`src/rtl/axi_ram_bist.sv`:
```
// AXI4 RAM self-test: fills a region with an address^Seed pattern using 4 KB-safe INCR bursts, then reads it back and checks each beat.
// Optional AXI_RAM_BIST_ERR_STOP_EN: stop issuing read bursts after the first error.
module axi_ram_bist #(
    parameter int          AddressWidth = 20,
    parameter int          DataWidth    = 32,
    parameter int          MaxBurstLen  = 16,
    parameter logic [31:0] Seed         = 32'hA5A5_5A5A
) (
    input  logic                    clk,
    input  logic                    rst,
    input  logic                    start,
    input  logic [AddressWidth-1:0] base_addr,
    input  logic [15:0]             num_beats,
    output logic                    busy,
    output logic                    done,
    output logic                    err,
    output logic [AddressWidth-1:0] m_axi_awaddr,
    output logic [7:0]              m_axi_awlen,
    output logic                    m_axi_awvalid,
    input  logic                    m_axi_awready,
    output logic [DataWidth-1:0]    m_axi_wdata,
    output logic                    m_axi_wlast,
    output logic                    m_axi_wvalid,
    input  logic                    m_axi_wready,
    input  logic [1:0]              m_axi_bresp,
    input  logic                    m_axi_bvalid,
    output logic                    m_axi_bready,
    output logic [AddressWidth-1:0] m_axi_araddr,
    output logic [7:0]              m_axi_arlen,
    output logic                    m_axi_arvalid,
    input  logic                    m_axi_arready,
    input  logic [DataWidth-1:0]    m_axi_rdata,
    input  logic [1:0]              m_axi_rresp,
    input  logic                    m_axi_rlast,
    input  logic                    m_axi_rvalid,
    output logic                    m_axi_rready
);

    localparam int BeatBytes = DataWidth / 8;
    localparam int BeatShift = $clog2(BeatBytes);
    localparam int Lanes     = DataWidth / 32;

    typedef enum logic [2:0] {
        IDLE,
        WR_ADDR,
        WR_DATA,
        WR_RESP,
        RD_ADDR,
        RD_DATA,
        FIN
    } state_t;

    state_t state, state_nxt;

    logic [AddressWidth-1:0] base_q;
    logic [AddressWidth-1:0] burst_addr_q;
    logic [AddressWidth-1:0] beat_addr_q;
    logic [15:0]             num_q;
    logic [15:0]             rem_q;
    logic [7:0]              len_q;
    logic [7:0]              beat_cnt_q;
    logic                    err_q;

    // Beats for the next burst: limited by what is left, the max burst and the 4 KB page end.
    function automatic logic [8:0] burst_beats(input logic [11:0] page_off, input logic [15:0] left);
        logic [12:0] to_page;
        logic [16:0] n;
        to_page = (13'h1000 - {1'b0, page_off}) >> BeatShift;
        n = {1'b0, left};
        if (n > 17'(MaxBurstLen)) n = 17'(MaxBurstLen);
        if (n > {4'd0, to_page})  n = {4'd0, to_page};
        return 9'(n);
    endfunction

    function automatic logic [DataWidth-1:0] pattern(input logic [AddressWidth-1:0] a);
        logic [31:0] lane;
        lane = 32'(a) ^ Seed;
        return {Lanes{lane}};
    endfunction

    logic [AddressWidth-1:0] start_addr;
    logic [AddressWidth-1:0] burst_bytes;
    logic [8:0]              start_beats;
    logic [8:0]              cont_beats;
    logic [8:0]              rd_beats;
    logic [DataWidth-1:0]    expect_dat;
    logic                    beat_last;
    logic                    addr_fire;
    logic                    w_fire;
    logic                    b_fire;
    logic                    r_fire;
    logic                    beat_err;
    logic                    stop_rd;

    assign start_addr  = base_addr & ~AddressWidth'(BeatBytes - 1);
    assign burst_bytes = (AddressWidth'(len_q) + AddressWidth'(1)) << BeatShift;
    assign start_beats = burst_beats(start_addr[11:0], num_beats);
    assign cont_beats  = burst_beats(burst_addr_q[11:0], rem_q);
    assign rd_beats    = burst_beats(base_q[11:0], num_q);
    assign expect_dat  = pattern(beat_addr_q);
    assign beat_last   = (beat_cnt_q == len_q);

    assign addr_fire = ((state == WR_ADDR) && m_axi_awready) || ((state == RD_ADDR) && m_axi_arready);
    assign w_fire    = (state == WR_DATA) && m_axi_wready;
    assign b_fire    = (state == WR_RESP) && m_axi_bvalid;
    assign r_fire    = (state == RD_DATA) && m_axi_rvalid;
    // Progress follows the beat count; a wrong rlast is only flagged.
    assign beat_err  = r_fire && ((m_axi_rresp != 2'b00) || (m_axi_rdata != expect_dat) ||
                                  (m_axi_rlast != beat_last));

`ifdef AXI_RAM_BIST_ERR_STOP_EN
    assign stop_rd = err_q | beat_err;
`else
    assign stop_rd = 1'b0;
`endif

    assign err = err_q;

    always_ff @(posedge clk or posedge rst) begin
        if (rst) state <= IDLE;
        else     state <= state_nxt;
    end

    always_comb begin
        state_nxt     = state;
        busy          = 1'b0;
        done          = 1'b0;
        m_axi_awaddr  = '0;
        m_axi_awlen   = '0;
        m_axi_awvalid = 1'b0;
        m_axi_wdata   = '0;
        m_axi_wlast   = 1'b0;
        m_axi_wvalid  = 1'b0;
        m_axi_bready  = 1'b0;
        m_axi_araddr  = '0;
        m_axi_arlen   = '0;
        m_axi_arvalid = 1'b0;
        m_axi_rready  = 1'b0;
        case (state)
            IDLE: begin
                if (start) state_nxt = (num_beats == 16'd0) ? FIN : WR_ADDR;
            end
            WR_ADDR: begin
                busy          = 1'b1;
                m_axi_awaddr  = burst_addr_q;
                m_axi_awlen   = len_q;
                m_axi_awvalid = 1'b1;
                if (m_axi_awready) state_nxt = WR_DATA;
            end
            WR_DATA: begin
                busy         = 1'b1;
                m_axi_wdata  = expect_dat;
                m_axi_wlast  = beat_last;
                m_axi_wvalid = 1'b1;
                if (m_axi_wready && beat_last) state_nxt = WR_RESP;
            end
            WR_RESP: begin
                busy         = 1'b1;
                m_axi_bready = 1'b1;
                if (m_axi_bvalid) state_nxt = (rem_q != 16'd0) ? WR_ADDR : RD_ADDR;
            end
            RD_ADDR: begin
                busy          = 1'b1;
                m_axi_araddr  = burst_addr_q;
                m_axi_arlen   = len_q;
                m_axi_arvalid = 1'b1;
                if (m_axi_arready) state_nxt = RD_DATA;
            end
            RD_DATA: begin
                busy         = 1'b1;
                m_axi_rready = 1'b1;
                if (m_axi_rvalid && beat_last)
                    state_nxt = ((rem_q != 16'd0) && !stop_rd) ? RD_ADDR : FIN;
            end
            FIN: begin
                done      = 1'b1;
                state_nxt = IDLE;
            end
            default: state_nxt = IDLE;
        endcase
    end

    always_ff @(posedge clk or posedge rst) begin
        if (rst) begin
            base_q       <= '0;
            burst_addr_q <= '0;
            beat_addr_q  <= '0;
            num_q        <= '0;
            rem_q        <= '0;
            len_q        <= '0;
            beat_cnt_q   <= '0;
            err_q        <= 1'b0;
        end else begin
            case (state)
                IDLE: begin
                    if (start) begin
                        base_q       <= start_addr;
                        num_q        <= num_beats;
                        burst_addr_q <= start_addr;
                        rem_q        <= num_beats;
                        len_q        <= 8'(start_beats - 9'd1);
                        err_q        <= 1'b0;
                    end
                end
                WR_ADDR, RD_ADDR: begin
                    if (addr_fire) begin
                        beat_addr_q  <= burst_addr_q;
                        beat_cnt_q   <= '0;
                        rem_q        <= rem_q - 16'(len_q) - 16'd1;
                        burst_addr_q <= burst_addr_q + burst_bytes;
                    end
                end
                WR_DATA: begin
                    if (w_fire) begin
                        beat_addr_q <= beat_addr_q + AddressWidth'(BeatBytes);
                        beat_cnt_q  <= beat_cnt_q + 8'd1;
                    end
                end
                WR_RESP: begin
                    if (b_fire) begin
                        if (m_axi_bresp != 2'b00) err_q <= 1'b1;
                        if (rem_q != 16'd0) begin
                            len_q <= 8'(cont_beats - 9'd1);
                        end else begin
                            burst_addr_q <= base_q;
                            rem_q        <= num_q;
                            len_q        <= 8'(rd_beats - 9'd1);
                        end
                    end
                end
                RD_DATA: begin
                    if (r_fire) begin
                        beat_addr_q <= beat_addr_q + AddressWidth'(BeatBytes);
                        beat_cnt_q  <= beat_cnt_q + 8'd1;
                        if (beat_err) err_q <= 1'b1;
                        if (beat_last && (rem_q != 16'd0)) len_q <= 8'(cont_beats - 9'd1);
                    end
                end
                default: ;
            endcase
        end
    end

endmodule

```
`config.mk`:
```
export PLATFORM = sky130hd
export DESIGN_NAME = axi_ram_bist
export DESIGN_NICKNAME = d
export VERILOG_FILES = /design/src/rtl/axi_ram_bist.sv
export SDC_FILE = /design/constraint.sdc
export NUM_CORES = 1
export LEC_CHECK = 0
export ABC_AREA = 1
export ABC_CLOCK_PERIOD_IN_PS = 3250
export BUFFER_PORTS_ARGS = -buffer_cell sky130_fd_sc_hd__buf_2
export CORE_MARGIN = 10
export CORE_UTILIZATION = 45
export CTS_BUF_LIST = sky130_fd_sc_hd__clkbuf_8
export CTS_CLUSTER_SIZE = 8
export DETAILED_ROUTE_END_ITERATION = 8
export HOLD_SLACK_MARGIN = 0.1
export PLACE_DENSITY = 0.72
export SLEW_MARGIN = 10
export SYNTH_ARGS = -nofsm -noshare
export SYNTH_HDL_FRONTEND = slang
export SYNTH_SLANG_ARGS = --single-unit
export TNS_END_PERCENT = 5
```
`constraint.sdc`:
```
create_clock -name clk -period 3.25 [get_ports clk]
set_input_delay 0.4875 -clock clk [delete_from_list [all_inputs] [get_ports clk]]
set_output_delay 0.4875 -clock clk [all_outputs]
set_load 0.05 [all_outputs]
```
Word-level counts from Yosys, hierarchy flattened
Index checks and enable logic that the tools add are counted.
{"block": "op_classes", "reduce_logical": 28, "magnitude_cmp": 6, "bitwise_logic": 1, "eq_ne": 23, "n_addsub": 12, "muxes": 59}
{"op": "20-bit two-way mux", "count": 9}
{"op": "20-bit one-hot mux with 3 select lines", "count": 2}
{"op": "16-bit two-way mux", "count": 7}
{"op": "8-bit two-way mux", "count": 13}
{"op": "16-bit by 11-bit greater-than comparator with 1-bit output", "count": 3}
{"op": "16-bit by 5-bit greater-than comparator with 1-bit output, second input constant", "count": 3}
{"op": "16-bit one-hot mux with 3 select lines", "count": 1}
{"op": "8-bit one-hot mux with 3 select lines", "count": 2}
{"op": "13-bit by 12-bit subtractor with 13-bit output, first input constant", "count": 3}
{"op": "32-bit two-way mux", "count": 1}
{"op": "32-bit inequality test", "count": 1}
{"op": "3-bit two-way mux", "count": 8}
{"op": "8-bit by 1-bit subtractor with 8-bit output, second input constant", "count": 3}
{"op": "20-bit by 11-bit adder with 20-bit output", "count": 1}
{"op": "20-bit by 3-bit adder with 20-bit output, second input constant", "count": 1}
{"op": "2-bit inequality test, second input constant", "count": 10}
{"op": "3-bit one-hot mux with 6 select lines", "count": 1}
{"op": "16-bit zero test", "count": 1}
{"op": "10-bit inverter with 16-bit output", "count": 1}
{"op": "16-bit nonzero test", "count": 1}
{"op": "16-bit by 1-bit subtractor with 16-bit output, second input constant", "count": 1}
{"op": "16-bit by 8-bit subtractor with 16-bit output", "count": 1}
{"op": "1-bit two-way mux", "count": 13}
{"op": "6-bit AND reduction", "count": 2}
{"op": "20 further kinds", "count": 40}
{"block": "totals", "out_inout_bits": 97, "reg_bits": 110}

Longest topological paths before layout
Gate-level depths: netlist of the first run.
{"block": "depth", "ltp_word": 8, "mapped_depth": 30, "ltp_nobuf": 29}

Worst setup path before layout of the first run
Ideal clock, no wire load.
{"block": "synth_timing", "kind": "input -> register", "start": "input port base_addr[2]", "end": "register len_q[4]", "path_stages": 21, "setup_ps": 119, "required_time_ps": 3131, "setup_slack_ps": -522, "t_arrival_ps": 3653, "cell_sequence": "inv_1 ha_1 nand3_1 inv_1 nand3_1 or2_2 nor2_1 or3b_2 ha_1 and3_1 nand2_1 nand2_1 nand2_1 nand2_1 nand2_1 ha_1 a21boi_1 nand2_1 xnor2_1 o21ai_0 o21a_1"}
{"block": "synth_between", "elab_chain_len": 6}
{"item": "start: declaration", "line_no": "12", "source": "input logic [AddressWidth-1:0] base_addr,"}
{"item": "13-bit by 12-bit subtractor with 13-bit output *", "line_no": "68", "source": "to_page = (13'h1000 - {1'b0, page_off}) >> BeatShift;"}
{"item": "16-bit by 11-bit greater-than comparator with 1-bit output", "line_no": "71", "source": "if (n > {4'd0, to_page}) n = {4'd0, to_page};"}
{"item": "8-bit two-way mux *", "line_no": "71"}
{"item": "8-bit by 1-bit subtractor with 8-bit output *", "line_no": "201", "source": "len_q <= 8'(start_beats - 9'd1);"}
{"item": "8-bit two-way mux *", "line_no": "196", "source": "if (start) begin"}
{"item": "8-bit one-hot mux with 3 select lines *", "line_no": "194", "source": "case (state)"}
{"item": "end signal: assignment", "line_no": "201"}
{"item": "end signal: assignment", "line_no": "223", "source": "len_q <= 8'(cont_beats - 9'd1);"}
{"item": "end signal: assignment", "line_no": "227", "source": "len_q <= 8'(rd_beats - 9'd1);"}
{"item": "end: declaration", "line_no": "60", "source": "logic [7:0] len_q;"}
Mark *: on every way between the ends. The rest lies on a longest branch, timed or not. The select of a mux whose other input is x is not followed.
A chain may end at the register's enable or synchronous reset.

Worst setup path in the final report of the first run
{"block": "layout_timing", "start": "register burst_addr_q[2]", "end": "register len_q[7]"}
{"block": "layout_between", "elab_chain_len": 7}
{"item": "start: declaration", "line_no": "56", "source": "logic [AddressWidth-1:0] burst_addr_q;"}
{"item": "start signal: assignment", "line_no": "199", "source": "burst_addr_q <= start_addr;"}
{"item": "start signal: assignment", "line_no": "210", "source": "burst_addr_q <= burst_addr_q + burst_bytes;"}
{"item": "start signal: assignment", "line_no": "225", "source": "burst_addr_q <= base_q;"}
{"item": "13-bit by 12-bit subtractor with 13-bit output *", "line_no": "68"}
{"item": "16-bit by 11-bit greater-than comparator with 1-bit output", "line_no": "71"}
{"item": "8-bit two-way mux *", "line_no": "71"}
{"item": "8-bit by 1-bit subtractor with 8-bit output *", "line_no": "223, 236"}
{"item": "8-bit two-way mux (on tied branches)", "line_no": "236, 222"}
{"item": "8-bit two-way mux (on tied branches)", "line_no": "232, 220"}
{"item": "8-bit one-hot mux with 3 select lines *", "line_no": "194"}
{"item": "end signal: assignment", "line_no": "223"}
{"item": "end signal: assignment", "line_no": "227"}
{"item": "end signal: assignment", "line_no": "236", "source": "if (beat_last && (rem_q != 16'd0)) len_q <= 8'(cont_beats - 9'd1);"}
Marks and branches as above.

==> reports/results.tsv, run 1 <==
metric	value	unit
status	complete, no violations	
vias in the first global route	9831	
synthesized area per cell	6.79	sq um
# rows	53	
crit-path max cell delay	460	ps
FF+latch count, synth	106	
crit path setup slack, layout	104	ps
Hold Fails Final Rpt	0	
worst slack, placed	-254	ps
Die Ht	165	microns
leakage power	6.39	nW
NumNets Final	1839	
Total Wirelength	32800	microns
first-pass GRT wire length	50300	microns
CP cell instances	nor3_2 -> nand4_1 -> nor2_2 -> nand3_1 -> xor2_1 -> ha_1 -> and3_4 -> nand3_2 -> buf_4 -> buf_4 -> nand4_1 -> nand2_1 -> nor2_4 -> nand2_1 -> nand2_1 -> a21oi_2 -> nor2_1 -> nor2_1 -> nor2_1	
Crit Path Class	reg -> reg	
cts hold-fix bufs	0	
Iteration-0 DRC Markers	791	
fin crit share	0.968	
slew of the pin with the lowest slew margin	750	ps
Fill cells	1981	
PortBufs	164	
clk buf depth	2	
initial antenna violation count	0	
max_slew headroom	0.497	
routability cong.	0.963	
Finish-stage setup viols	0	
Die X	165	microns
Max-Cap Viols	0	
I/O pin cnt	178	
vias	10500	
Synth Warn #	0	
TritonRoute pass-1 iters	5	
Root Buffer Master	clkbuf_8	
via/cell ratio	5.33	
Die Footprint	27300	sq um
CTS HTree Levels	3	
VDD IR-drop max	0.481	mV
CP max-delay cell	dfrtp_2	
Worst Clk Skew	16.1	ps
share of cells above drive strength 1	0.292	
Cells after Synth	1397	
EDFF count, synth	0	
Area Overhead vs Synth	30.6	%
synth unique cells	59	
Slew Viols, Final	0	
Cell Pwr Density	1100	nW/um^2
Skew-Pair Late Insertion Delay	410	ps
Avg WL per Cell	16.6	microns
core area	20900	sq um
worst endpoint required time	3560	ps
total clock sinks	106	
Congestion Overflow GR	0	
CTS tree	built	
Seq/Total Area, Yosys	0.279	
worst-path maximum fanout	4	
initial core utilization	0.454	
pin count of the biggest net entering global routing	47	
FMAX	0.318	GHz
CTS clk-pin slew, worst paths	120	ps
RSZ-0062 raised after global routing	yes	
DP Wirelength	25800	microns
arrival time of the worst setup path	3450	ps
Synth Flop Type	dfrtp_1	
crit-path leading delay family	simple AND/OR/NAND/NOR gates	
Fin Setup TNS	0	ps
# DRC	0	
crit path capture type	flip-flop	
fin crit period	3150	ps
CP Launch Type	flip-flop	
Post-Syn Area	9490	sq um
CTS Buf Count	9	
Hold WC Path Type	in -> async	
Total GRT Usage	0.229	
post-route ant nets	0	
Async S/R FF share, synth	1.00	
Antenna diodes	0	
critical path buffer and inverter count	2	
path summary, 6_finish.rpt:
check	cells after the start	startpoint	to	slack (ps)
setup / recovery	19	burst_addr_q[2]$_DFFE_PP0P_	len_q[7]$_DFFE_PP0P_	100
hold / removal	2	rst	beat_addr_q[17]$_DFFE_PP0P_	140
setup reg to reg	19	burst_addr_q[2]$_DFFE_PP0P_	len_q[7]$_DFFE_PP0P_	100
hold reg to reg	2	base_q[13]$_DFFE_PP0P_	base_q[13]$_DFFE_PP0P_	480
max in group asynchronous	3	rst	beat_addr_q[6]$_DFFE_PP0P_	2340
min in group clk	3	base_addr[17]	base_q[17]$_DFFE_PP0P_	300
cell type report:
class                   count  area, sq um  share of cell area
clock buffers              10          138              0.0111
inverters                 183          704              0.0568
well taps                 275          344              0.0278
flip-flops and latches    106         2660               0.214
multi-input cells        1084         6510               0.525
clock inverters             5         86.3             0.00696
repair buffers            313         1960               0.158
logic make-up after synthesis:
| kind of cell | share of synthesized area |
|---|---|
| other cells | 0.000395 |
| fa+ha+maj | 0.0820 |
| xor+xnor | 0.0572 |
| compound gates | 0.159 |
| flops | 0.279 |
| simple gates | 0.319 |
| buf+inv | 0.103 |
power by group:
part	total, mW	switching, mW	internal, mW
Combinational	10.0	6.44	3.56
Clock	0.978	0.520	0.459
Sequential	2.65	0.673	1.97
what timing repair did:
| item | 4_1_cts | 5_1_grt |
|---|---|---|
| setup endpoints to repair | 7 | 15 |
| pin swaps | 1 | 46 |
| setup buffers | 2 | 11 |
| gates resized for setup | 9 | 112 |
registers in the layout, indices dropped and copies added (netlist names), 3 cells and up:
signal / flops
base_q: 18
beat_addr_q: 18
beat_cnt_q: 8
burst_addr_q: 18
len_q: 8
num_q: 16
rem_q: 16
state: 3
per-layer routing:
layer  track usage  routed length [microns]
met5             0                        0
met4        0.0749                      873
met3        0.0565                     2920
met2         0.379                    15300
met1         0.287                    13700
synth_stat cells, types with 7 or more instances:
cell type | instances | share of area
nor4_1 | 10 | 0.0066
a21oi_1 | 57 | 0.030
a221oi_1 | 16 | 0.015
o221ai_1 | 8 | 0.0074
o22ai_1 | 8 | 0.0053
a22oi_1 | 25 | 0.020
dfrtp_1 | 106 | 0.28
nor3_1 | 19 | 0.010
buf_2 | 13 | 0.0069
nand2_1 | 306 | 0.12
o21ai_1 | 7 | 0.0037
nor2_1 | 205 | 0.081
xor2_1 | 49 | 0.045
xnor2_1 | 13 | 0.012
nand3_1 | 83 | 0.044
a31oi_1 | 10 | 0.0066
o21ai_0 | 77 | 0.041
inv_2 | 12 | 0.0047
nand3b_1 | 7 | 0.0055
inv_1 | 163 | 0.064
ha_1 | 59 | 0.078
buf_4 | 19 | 0.015
or2_2 | 8 | 0.0053
nand4_1 | 20 | 0.013
clkbuf_1 | 15 | 0.0059
metrics by stage:
step	area, sq um	hold WS [ps]	power [mW]	utilization	std cells
floorplan	9720	442	8.85	-	1425
global placement	11600	453	11.6	0.557	1948
detailed placement	11600	461	11.8	0.557	1948
CTS	11900	159	12.9	0.570	1965
global route	12400	171	14.7	0.593	1976
finish	12400	139	13.6	0.593	1976
cell usage in the layout, fill, tap and decap left out, types with 5 or more instances in the layout:
cell / netlist / routed
buf_4: 19 / 147
o21ai_1: 7 / 15
o221ai_1: 8 / 8
nor3_2: 5 / 8
xor2_1: 49 / 46
xnor2_1: 13 / 13
nor4_1: 10 / 9
clkinv_1: 6 / 6
o22ai_1: 8 / 8
nand2_2: 4 / 27
ha_1: 59 / 49
a22oi_1: 25 / 25
conb_1: 1 / 29
nor2_1: 205 / 170
nor3_1: 19 / 15
nand3_2: 3 / 14
nand3b_1: 7 / 7
a21o_1: 6 / 6
nor2_4: 4 / 16
o21a_1: 5 / 5
a21oi_1: 57 / 56
dfrtp_1: 106 / 104
ha_4: 0 / 10
inv_1: 163 / 153
o21ai_0: 77 / 68
nor2_2: 5 / 28
nand2_1: 306 / 279
a221oi_1: 16 / 16
or2_2: 8 / 7
inv_2: 12 / 19
a31oi_1: 10 / 10
nand3_1: 83 / 69
clkbuf_8: 0 / 10
buf_2: 13 / 164
nand4_1: 20 / 20
Note: power is estimated with default switching activity, not from simulation.
==> inputs of run 2 (changes only) <==
- CELL_PAD_IN_SITES_DETAIL_PLACEMENT: default -> 0
- CELL_PAD_IN_SITES_GLOBAL_PLACEMENT: default -> 2
- CORE_UTILIZATION: 45 -> 29
- PLACE_DENSITY: 0.72 -> 0.83
==> run 2 against run 1 <==
Setup slack lost 30 ps. Utilization shrank 20 points. Wire length grew 11%. Via count shrank 2.2%. Clock power shrank 10%. First-iteration DRC count grew 0.76%. Flip-flop and latch count is the same. Count of clock-buffer cells in the layout shrank 1. Critical path depth grew 3. Critical path type unchanged. Critical endpoint is now len_q[2]$_DFFE_PP0P_.
==> reports/results.tsv, run 2 (same netlist as run 1, synthesis figures left out) <==
metric	value	unit	change
crit path setup slack, layout	73.4	ps	was 104 ps
TritonRoute pass-1 iters	5		unchanged
commonest non-fill, non-tap cell in the layout	nand2_1		unchanged
Cell Area, Placed	12100	sq um	was 11,600 sq um
worst endpoint required time	3530	ps	was 3560 ps
Congestion Overflow GR	0		unchanged
Avg WL per Cell	16.7	microns	was 16.6 microns
CP max-delay cell	dfrtp_1		was dfrtp_2
Skew-Pair Late Insertion Delay	410	ps	about the same
Die X	201	microns	was 165 microns
Cell Pwr Density	1080	nW/um^2	was 1100 nW/um^2
Crit Path Class	reg -> reg		unchanged
PortBufs	164		unchanged
Final Util	0.398		was 0.593
worst-path maximum fanout	4		unchanged
crit-path max cell delay	440	ps	was 460 ps
CTS Buf Count	9		unchanged
# DRC	0		unchanged
share of cells above drive strength 1	0.306		was 0.292
Finish-stage setup viols	0		unchanged
DP Wirelength	29200	microns	was 25,800 microns
routability cong.	0.892		was 0.963
Antenna diodes	0		unchanged
Max-Cap Viols	0		unchanged
most frequent cells in the layout	nand2_1 (283), buf_4 (184), nor2_1 (172)		was nand2_1 (279), nor2_1 (170), buf_2 (164)
fin crit share	0.977		was 0.968
first-pass GRT wire length	56500	microns	was 50,300 microns
clk buf depth	2		unchanged
post-route ant nets	0		unchanged
fin crit period	3180	ps	was 3150 ps
VDD IR-drop max	0.404	mV	was 0.481 mV
slew of the pin with the lowest slew margin	773	ps	was 750 ps
total clock sinks	106		unchanged
Hold WC Path Type	in -> async		unchanged
Iteration-0 DRC Markers	797		was 791
I/O pin cnt	178		unchanged
Die Footprint	40400	sq um	was 27,300 sq um
CP dominant cell by count	nand2_1		
Total GRT Usage	0.174		was 0.229
Total Wirelength	36300	microns	was 32,800 microns
core area	32500	sq um	was 20,900 sq um
Worst Clk Skew	25.5	ps	was 16.1 ps
Fill cells	3505		was 1,981
Area Overhead vs Synth	36.1	%	was 30.6%
FMAX	0.315	GHz	was 0.318 GHz
crit path capture type	flip-flop		unchanged
CP Launch Type	flip-flop		unchanged
max_slew headroom	0.481		was 0.497
initial antenna violation count	0		unchanged
CTS HTree Levels	3		unchanged
pin count of the biggest net entering global routing	46		was 47
Die Ht	201	microns	was 165 microns
CP cell instances	inv_1 -> ha_2 -> nand3_2 -> o31ai_2 -> nand2_1 -> ha_1 -> nand2_2 -> nor2_1 -> nor2_1 -> nand2_1 -> nand2_1 -> nand2_2 -> nand2_4 -> nand2_1 -> o21ai_1 -> inv_1 -> ha_4 -> buf_4 -> xor2_2 -> o21ai_2 -> nor2_1 -> a21oi_1		was nor3_2 -> nand4_1 -> nor2_2 -> nand3_1 -> xor2_1 -> ha_1 -> and3_4 -> nand3_2 -> buf_4 -> buf_4 -> nand4_1 -> nand2_1 -> nor2_4 -> nand2_1 -> nand2_1 -> a21oi_2 -> nor2_1 -> nor2_1 -> nor2_1
RSZ-0062 raised after global routing	yes		unchanged
critical path buffer and inverter count	3		was 2
status	complete, no violations		unchanged
CTS tree	built		unchanged
Design Area, Final	12900	sq um	was 12,400 sq um
Hold Fails Final Rpt	0		unchanged
Largest regs	base_q: 18 flops, beat_addr_q: 18 flops, burst_addr_q: 18 flops		unchanged
Slew Viols, Final	0		unchanged
initial core utilization	0.292		was 0.454
crit-path leading delay family	simple AND/OR/NAND/NOR gates		unchanged
vias	10300		was 10,500
arrival time of the worst setup path	3460	ps	was 3450 ps
NumNets Final	1877		was 1,839
vias in the first global route	9953		was 9,831
via/cell ratio	4.72		was 5.33
Root Buffer Master	clkbuf_8		unchanged
CTS clk-pin slew, worst paths	120	ps	about the same
worst slack, placed	-321	ps	was -254 ps
leakage power	6.58	nW	was 6.39 nW
# rows	66		was 53
==> run 2: layout make-up <==
| class | instances | area (sq um) | share of cell area |
|---|---|---|---|
| tap | 442 | 553 | 0.0428 |
| clock inverter | 7 | 65.1 | 0.00504 |
| inverter | 183 | 704 | 0.0546 |
| multi-input combinational | 1084 | 6570 | 0.509 |
| timing repair buffer | 351 | 2240 | 0.174 |
| sequential | 106 | 2650 | 0.206 |
| clock buffer | 9 | 124 | 0.00959 |
==> run 2: path summary, 6_finish.rpt <==
path / startpoint / cells after the start / slack [ps] / end
max in group asynchronous: rst / 3 / 2350 / burst_addr_q[9]$_DFFE_PP0P_
worst min-delay path: rst / 2 / 130 / beat_cnt_q[4]$_DFFE_PP0P_
worst max-delay path: burst_addr_q[3]$_DFFE_PP0P_ / 22 / 70 / len_q[2]$_DFFE_PP0P_
min in group clk: base_addr[15] / 3 / 290 / base_q[15]$_DFFE_PP0P_
worst max register to register: burst_addr_q[3]$_DFFE_PP0P_ / 22 / 70 / len_q[2]$_DFFE_PP0P_
worst min register to register: base_q[14]$_DFFE_PP0P_ / 2 / 490 / base_q[14]$_DFFE_PP0P_
==> run 2: per-stage QoR <==
step	instances	TNS (ps)	power (mW)	hold slack (ps)
2_1_floorplan	1425	-2840	8.85	442
3_3_place_gp	2149	-1110	12.2	453
3_5_place_dp	2149	-1460	12.3	459
4_1_cts	2167	-14.5	13.3	137
5_1_grt	2182	-980	15.2	158
6_report	2182	0	13.9	127
==> run 2: power by group <==
| part | internal, mW | total [mW] | switching (mW) | leakage, nW |
|---|---|---|---|---|
| combinational | 3.79 | 10.4 | 6.59 | 5.21 |
| sequential | 1.97 | 2.64 | 0.672 | 1.27 |
| clock | 0.297 | 0.876 | 0.579 | 0.0963 |
| total | 6.05 | 13.9 | 7.85 | 6.58 |
==> run 2: metal layers <==
metal  track usage  vias to the layer above  part of all wire
met5             0                        -                 0
met4        0.0298                        0             0.011
met3        0.0260                       22             0.047
met2         0.287                      221              0.47
met1         0.237                     4806              0.48
li1              -                     5254                 -
==> run 2: what timing repair did <==
| action | CTS | global route |
|---|---|---|
| buffers inserted | 2 | 15 |
| hold buffers | 0 | 0 |
| setup endpoints to repair | 7 | 14 |
| resized for setup | 26 | 103 |
| pin swaps | 10 | 55 |
